--- src/rtl/accel_spi_pkg.sv ---
// -----------------------------------------------------------------------------
// accel_spi_pkg
// Shared definitions for the accelerometer SPI burst reader:
//   state_t       FSM state encoding (IDLE/SETUP/XFER/HOLD/DONE)
//   CMD_*         bit positions inside the SPI command byte
//   SPI_CMD_BITS  length of the command phase in SCK periods
//   total_bits()  command + data length of one burst in SCK periods
//   read_cmd()    assembles the read command byte from an address
// -----------------------------------------------------------------------------
package accel_spi_pkg;

  typedef enum logic [2:0] {
    IDLE,
    SETUP,
    XFER,
    HOLD,
    DONE
  } state_t;

  localparam int CMD_READ_BIT = 7;
  localparam int CMD_MB_BIT   = 6;
  localparam int SPI_CMD_BITS = 8;

  function automatic int total_bits(input int num_bytes);
    return SPI_CMD_BITS + 8 * num_bytes;
  endfunction

  // Read command: read flag, multi-byte (auto-increment) flag, 6-bit address.
  function automatic logic [7:0] read_cmd(input logic [5:0] addr, input logic multi);
    logic [7:0] cmd;
    cmd               = '0;
    cmd[CMD_READ_BIT] = 1'b1;
    cmd[CMD_MB_BIT]   = multi;
    cmd[5:0]          = addr;
    return cmd;
  endfunction

endpackage

--- src/rtl/spi_sck_gen.sv ---
// -----------------------------------------------------------------------------
// spi_sck_gen
// SCK generator for SPI mode 3. Counts CLK_DIV clk cycles per SCK half-period
// while enabled and reports the end of each half-period with one-cycle strobes.
// While disabled the counter is cleared and SCK rests high.
//
// Ports:
//   clk      in   system clock
//   rst      in   synchronous active-high reset
//   en       in   generator running (SETUP/XFER/HOLD)
//   run      in   allow a falling SCK edge at the end of the current high half
//   sck      out  SCK level, idle high
//   tick     out  last clk cycle of the current half-period
//   rise     out  SCK goes high at this clk edge
//   fall     out  SCK goes low at this clk edge
//   high_end out  a high half-period ends at this clk edge (falls or not)
// -----------------------------------------------------------------------------
module spi_sck_gen #(
  parameter int CLK_DIV = 4
) (
  input  logic clk,
  input  logic rst,
  input  logic en,
  input  logic run,
  output logic sck,
  output logic tick,
  output logic rise,
  output logic fall,
  output logic high_end
);

  localparam int                 CNT_W    = $clog2(CLK_DIV + 1);
  localparam logic [CNT_W-1:0]   CNT_LAST = CNT_W'(CLK_DIV - 1);

  logic [CNT_W-1:0] cnt;

  assign tick     = en && (cnt == CNT_LAST);
  assign rise     = tick && !sck;
  assign fall     = tick && sck && run;
  assign high_end = tick && sck;

  // NOTE: state registers use non-blocking assignments so every flop samples
  // the pre-edge values of its neighbours; blocking here would create order races.
  always_ff @(posedge clk) begin
    if (rst) begin
      cnt <= '0;
      sck <= 1'b1;
    end else if (!en) begin
      cnt <= '0;
      sck <= 1'b1;
    end else begin
      if (tick) begin
        cnt <= '0;
      end else begin
        cnt <= cnt + CNT_W'(1);
      end
      if (rise) begin
        sck <= 1'b1;
      end else if (fall) begin
        sck <= 1'b0;
      end
    end
  end

endmodule

--- src/rtl/accel_spi_reader.sv ---
// -----------------------------------------------------------------------------
// accel_spi_reader
// SPI mode-3 master performing one burst register read from the accelerometer:
// sends {read, MB, addr}, then clocks in NUM_BYTES data bytes, MSB first.
// start->done latency is 1 + CLK_DIV*(2*TOTAL_BITS+2) clk cycles.
//
// Parameters:
//   CLK_DIV    clk cycles per SCK half-period (>=1)
//   NUM_BYTES  data bytes per burst (1..8)
//
// Ports:
//   clk    in   system clock
//   rst    in   synchronous active-high reset
//   start  in   burst request, only looked at in IDLE
//   addr   in   first register address, captured when start is accepted
//   busy   out  burst in progress
//   done   out  one-cycle pulse; data valid from this cycle on
//   data   out  burst result, first received byte in the MSBs
//   SCK    out  SPI clock, idle high
//   MOSI   out  command out, MSB first
//   MISO   in   data in, MSB first
//   CS     out  active-low chip select
//
// Build option:
//   SPI_LATE_SAMPLE_EN  when defined, MISO is sampled at the end of each SCK
//                       high half-period instead of on the SCK rising edge,
//                       for slaves that update MISO on SCK rise.
// -----------------------------------------------------------------------------
module accel_spi_reader
  import accel_spi_pkg::*;
#(
  parameter int CLK_DIV   = 4,
  parameter int NUM_BYTES = 6
) (
  input  logic                   clk,
  input  logic                   rst,
  input  logic                   start,
  input  logic [5:0]             addr,
  output logic                   busy,
  output logic                   done,
  output logic [8*NUM_BYTES-1:0] data,
  output logic                   SCK,
  output logic                   MOSI,
  input  logic                   MISO,
  output logic                   CS
);

  localparam int               TOTAL_BITS = total_bits(NUM_BYTES);
  localparam int               DATA_W     = 8 * NUM_BYTES;
  localparam int               BIT_W      = $clog2(TOTAL_BITS + 1);
  localparam logic [BIT_W-1:0] BIT_LAST   = BIT_W'(TOTAL_BITS);
  localparam logic             MULTI      = (NUM_BYTES > 1) ? 1'b1 : 1'b0;

  state_t state;
  state_t state_next;

  logic              load;
  logic              finish;
  logic              sck_en;
  logic              sck_run;
  logic              tick;
  logic              rise;
  logic              fall;
  logic              high_end;
  logic              last_bit;
  logic              tx_shift;
  logic              sample;
  logic [7:0]        cmd_word;
  logic [6:0]        tx_sr;
  logic [DATA_W-1:0] rx_sr;
  logic [BIT_W-1:0]  bit_cnt;

  spi_sck_gen #(
    .CLK_DIV (CLK_DIV)
  ) u_sck_gen (
    .clk      (clk),
    .rst      (rst),
    .en       (sck_en),
    .run      (sck_run),
    .sck      (SCK),
    .tick     (tick),
    .rise     (rise),
    .fall     (fall),
    .high_end (high_end)
  );

  assign cmd_word = read_cmd(addr, MULTI);

  // bit_cnt counts completed SCK rises, so it reaches TOTAL_BITS during the
  // final high half-period.
  assign last_bit = (bit_cnt == BIT_LAST);

  // The first fall leaves SETUP with MOSI already showing cmd[7]; only the
  // falls inside XFER advance the command shifter.
  assign tx_shift = fall && (state == XFER);

`ifdef SPI_LATE_SAMPLE_EN
  // End of every high half in XFER: the fall that starts the next bit, or
  // the XFER->HOLD edge after the last bit.
  assign sample = high_end && (state == XFER);
`else
  assign sample = rise;
`endif

  // ---------------------------------------------------------------------------
  // FSM: state register
  // ---------------------------------------------------------------------------
  always_ff @(posedge clk) begin
    if (rst) begin
      state <= IDLE;
    end else begin
      state <= state_next;
    end
  end

  // ---------------------------------------------------------------------------
  // FSM: next-state logic
  // ---------------------------------------------------------------------------
  // NOTE: every signal written in an always_comb gets a default first, so no
  // path through the case statement can leave it unassigned and infer a latch.
  always_comb begin
    state_next = state;
    unique case (state)
      IDLE:    if (start)                state_next = SETUP;
      SETUP:   if (tick)                 state_next = XFER;
      XFER:    if (high_end && last_bit) state_next = HOLD;
      HOLD:    if (tick)                 state_next = DONE;
      DONE:                              state_next = IDLE;
      default:                           state_next = IDLE;
    endcase
  end

  // ---------------------------------------------------------------------------
  // FSM: output decode
  // ---------------------------------------------------------------------------
  always_comb begin
    load    = 1'b0;
    finish  = 1'b0;
    sck_en  = 1'b0;
    sck_run = 1'b0;
    unique case (state)
      IDLE:  load = start;
      SETUP: begin
        sck_en  = 1'b1;
        sck_run = 1'b1;
      end
      XFER: begin
        sck_en  = 1'b1;
        sck_run = !last_bit;
      end
      HOLD:  sck_en = 1'b1;
      DONE:  finish = 1'b1;
      default: begin
        load    = 1'b0;
        finish  = 1'b0;
      end
    endcase
  end

  // ---------------------------------------------------------------------------
  // Datapath and registered outputs
  // ---------------------------------------------------------------------------
  always_ff @(posedge clk) begin
    if (rst) begin
      CS      <= 1'b1;
      busy    <= 1'b0;
      done    <= 1'b0;
      data    <= '0;
      MOSI    <= 1'b0;
      tx_sr   <= '0;
      rx_sr   <= '0;
      bit_cnt <= '0;
    end else begin
      done <= 1'b0;

      if (load) begin
        CS      <= 1'b0;
        busy    <= 1'b1;
        MOSI    <= cmd_word[CMD_READ_BIT];
        tx_sr   <= cmd_word[6:0];
        bit_cnt <= '0;
      end

      // Zero fill: MOSI stays low once the command byte has been sent.
      if (tx_shift) begin
        MOSI  <= tx_sr[6];
        tx_sr <= {tx_sr[5:0], 1'b0};
      end

      if (rise) begin
        bit_cnt <= bit_cnt + BIT_W'(1);
      end

      // The register is exactly DATA_W wide, so the command-phase MISO bits
      // are pushed out of the top by the data bits that follow them.
      if (sample) begin
        rx_sr <= {rx_sr[DATA_W-2:0], MISO};
      end

      if (finish) begin
        CS   <= 1'b1;
        busy <= 1'b0;
        done <= 1'b1;
        data <= rx_sr;
      end
    end
  end

endmodule

--- config.mk ---
export PLATFORM = sky130hd
export DESIGN_NAME = accel_spi_reader
export DESIGN_NICKNAME = d
export VERILOG_FILES = /design/src/rtl/accel_spi_pkg.sv /design/src/rtl/spi_sck_gen.sv /design/src/rtl/accel_spi_reader.sv
export SDC_FILE = /design/constraint.sdc
export NUM_CORES = 1
export LEC_CHECK = 0
export BUFFER_PORTS_ARGS = -buffer_cell sky130_fd_sc_hd__buf_2
export CORE_MARGIN = 4
export CORE_UTILIZATION = 45
export CTS_CLUSTER_DIAMETER = 50
export DETAILED_ROUTE_END_ITERATION = 10
export PLACE_DENSITY = 0.65
export SETUP_SLACK_MARGIN = 0.2
export SLEW_MARGIN = 30
export SYNTH_ARGS = -nofsm -noshare
export SYNTH_HDL_FRONTEND = slang
export SYNTH_SLANG_ARGS = --single-unit
--- constraint.sdc ---
create_clock -name clk -period 3.8 [get_ports clk]
set_input_delay 0.38 -clock clk [delete_from_list [all_inputs] [get_ports clk]]
set_output_delay 0.38 -clock clk [all_outputs]
set_load 0.1 [all_outputs]
==> impl_metrics.csv <==
group,metric,value,unit
critical_path,cp_max_fo,28,
detailed_routing,dr.pass1.iters,4,
timing,post-route-period-util,0.542,
detailed_routing,first_iter_violations,149,
cells_and_area,drive_gt1_frac,0.212,
detailed_routing,routed_wl,8.32,mm
critical_path,timing.rr.end,"rx_sr[1]",
yosys,synthDistinctLibCells,36,
timing,worstMarginPinSlew,619,ps
floorplanning,die-area,10800,sq um
placement,place.gp.congestion,0.784,
min_path,hp-class,"in -> reg",
critical_path,crit_path_start_kind,"register",
yosys,syn-instance-count,437,
cells_and_area,final_cell_mix,"dfxtp_1 (120), nand2_1 (109), buf_2 (62)",
floorplanning,die_y,104,um
timing,max_freq,0.486,GHz
timing,skew,8.59,ps
placement,dpl_worst_slack,1540,ps
clocking,path_clk_slew,60,ps
pwr,totalPowerFinal,0.00292,W
global_routing,grt_pass1_wl,14.1,mm
detailed_routing,ant_nets,0,
clocking,clk_latency,510,ps
timing,whs,119,ps
critical_path,path_class,"reg -> reg",
placement,place_hpwl,5.25,mm
timing,hold_violations,0,
global_routing,grt_pass1_vias,2978,
yosys,yosys_register_bits,120,
job,cap_violations,0,
yosys,async_reset_ff_frac,0,
global_routing,globalRouteOverflowTotal,0,
critical_path,worstReg2RegStart,"u_sck_gen.cnt[0]",
pwr,ir_drop,0.251,mV
cells_and_area,area_delta_synth_final,23.3,%
placement,place.port_buffers,62,
critical_path,required,4230,ps
detailed_routing,num_vias,3202,
floorplanning,initial_utilization,0.470,
yosys,syn_area,4160,sq um
timing,setup_tns,0,ps
min_path,min_from,"MISO",
yosys,synth_flop_cell,"dfxtp_1",
outcome,status,"complete, no violations",
clocking,cts_tree,"built",
min_path,min_to,"rx_sr[0]",
critical_path,rrSetupSlack,1740,ps
pwr,power.density,569,nW/um^2
timing,min_period,2060,ps
global_routing,grt_use_total,0.159,
min_path,min_delay_path_depth,3,
floorplanning,die_w,104,um
cells_and_area,final_common_cell,"dfxtp_1",
cells_and_area,fin_nets,505,
clocking,hold_buffers,0,
timing,relSlewSlack,0.586,
timing,worst_slack,1740,ps
clocking,htree_levels,4,
timing,finalMaxSlewViolations,0,
detailed_routing,drc,0,
pwr,leakage,2.02,nW
critical_path,cp.arrival,2490,ps
critical_path,end_kind,"register",
detailed_routing,routedWlPerCell,13.6,um
cells_and_area,num_antenna_cells,0,
yosys,synth_fp_nets,451,
floorplanning,num_rows,34,
global_routing,antenna_found_initial,0,
critical_path,reg2reg_depth,7,
global_routing,grt_max_degree,52,
clocking,postCtsSetupBuffers,0,
clocking,cts_buffer_depth,2,
timing,finalSetupViolations,0,
yosys,yosysSeqAreaShare,0.578,
floorplanning,io-pin-count,63,
clocking,clk_root_buffer_cell,"clkbuf_8",
clocking,cts_buffers,17,
yosys,synth_edf_count,0,
floorplanning,core,8850,sq um
clocking,cts.sinks,120,
detailed_routing,viasPerCell,5.23,
clocking,cts_resized,0,
yosys,ys_warn_count,0,
yosys,syn_area_per_cell,9.52,sq um
timing,rsz0062_at_grt,"no",
routing by layer:
metal | track usage | vias up | wire length [um]
li1 | - | 1629 | -
met1 | 0.206 | 1487 | 4060
met2 | 0.240 | 77 | 3750
met3 | 0.0459 | 9 | 399
met4 | 0.0845 | 0 | 114
met5 | 0 | - | 0
stage by stage:
stage	cell area (sq um)	cells	util
after detailed placement	4540	580	0.513
after global routing	5130	612	0.580
after CTS	5130	612	0.579
after global placement	4500	578	0.508
final	5130	612	0.580
after floorplan	4160	437	-
how the worst max path moves through the flow:
stage / from / to / slack [ps] / cells past startpoint
CTS: u_sck_gen.cnt[0] / bit_cnt[2] / 1520 / 6
global route: u_sck_gen.cnt[0] / rx_sr[19] / 1510 / 7
finish: u_sck_gen.cnt[0] / rx_sr[1] / 1740 / 7
global placement: u_sck_gen.cnt[0] / bit_cnt[2] / 1670 / 6
detailed placement: u_sck_gen.cnt[0] / bit_cnt[2] / 1540 / 6
floorplan: u_sck_gen.sck / MOSI / 1840 / 5
Yosys cell counts (2+ instances only):
cell type  instances  share of area
nor3_1             9          0.011
nor2b_1            3         0.0045
or2_1              2         0.0030
a22oi_1            5         0.0090
a311oi_1           2         0.0042
nand2b_1           5         0.0075
ha_1               4          0.012
nand3_1            3         0.0036
clkbuf_1           9         0.0081
a22o_1            48           0.10
o22ai_1            5         0.0075
o21ai_0            3         0.0036
nand2_1          109          0.098
a21oi_1           53          0.064
dfxtp_1          120           0.58
inv_1              6         0.0054
nor3_2             2         0.0048
xnor2_1            2         0.0042
buf_2             22          0.026
nor4_1             2         0.0030
nor2_1             8         0.0072
power by group:
part | total, W | internal [W] | switching, W
clock network | 0.00157 | 0.00101 | 0.000554
logic | 0.0000752 | 0.0000187 | 0.0000564
registers | 0.00127 | 0.00127 | 0.00000633
final cells by class:
| cell class | count | area, sq um |
|---|---|---|
| inverter | 6 | 22.5 |
| sequential | 120 | 2400 |
| multi-input combinational | 278 | 1600 |
| timing repair buffer | 68 | 383 |
| fill | 770 | 3720 |
| tap | 108 | 135 |
| clock inverter | 12 | 150 |
| clock buffer | 20 | 435 |
state kept, by name, indices dropped and copies added, names as in the netlist:
register	cells
CS	1
MOSI	1
bit_cnt	6
busy	1
data	48
done	1
rx_sr	48
state	3
tx_sr	7
u_sck_gen.cnt	3
u_sck_gen.sck	1
worst max-delay path, cell delays in order (launching register included):
cell	delay, ps
dfxtp_1	330
ha_1	150
ha_1	230
nand2b_2	140
nor2_4	490
buf_4	400
nand2_1	100
a21oi_1	130
cell families (layout without fill, tap and decap cells):
kind of cell	count (synthesis)	count (layout)	synth area share
flip-flops	120	120	0.578
XOR/XNOR	3	3	0.00632
multiplexers	1	1	0.00241
AO/OA/AOI/OAI	119	119	0.198
buffers and inverters	39	106	0.0427
AND/OR/NAND/NOR	151	151	0.161
adder cells (fa/ha/maj)	4	4	0.0120
Note: power is estimated with default switching activity, not from simulation.
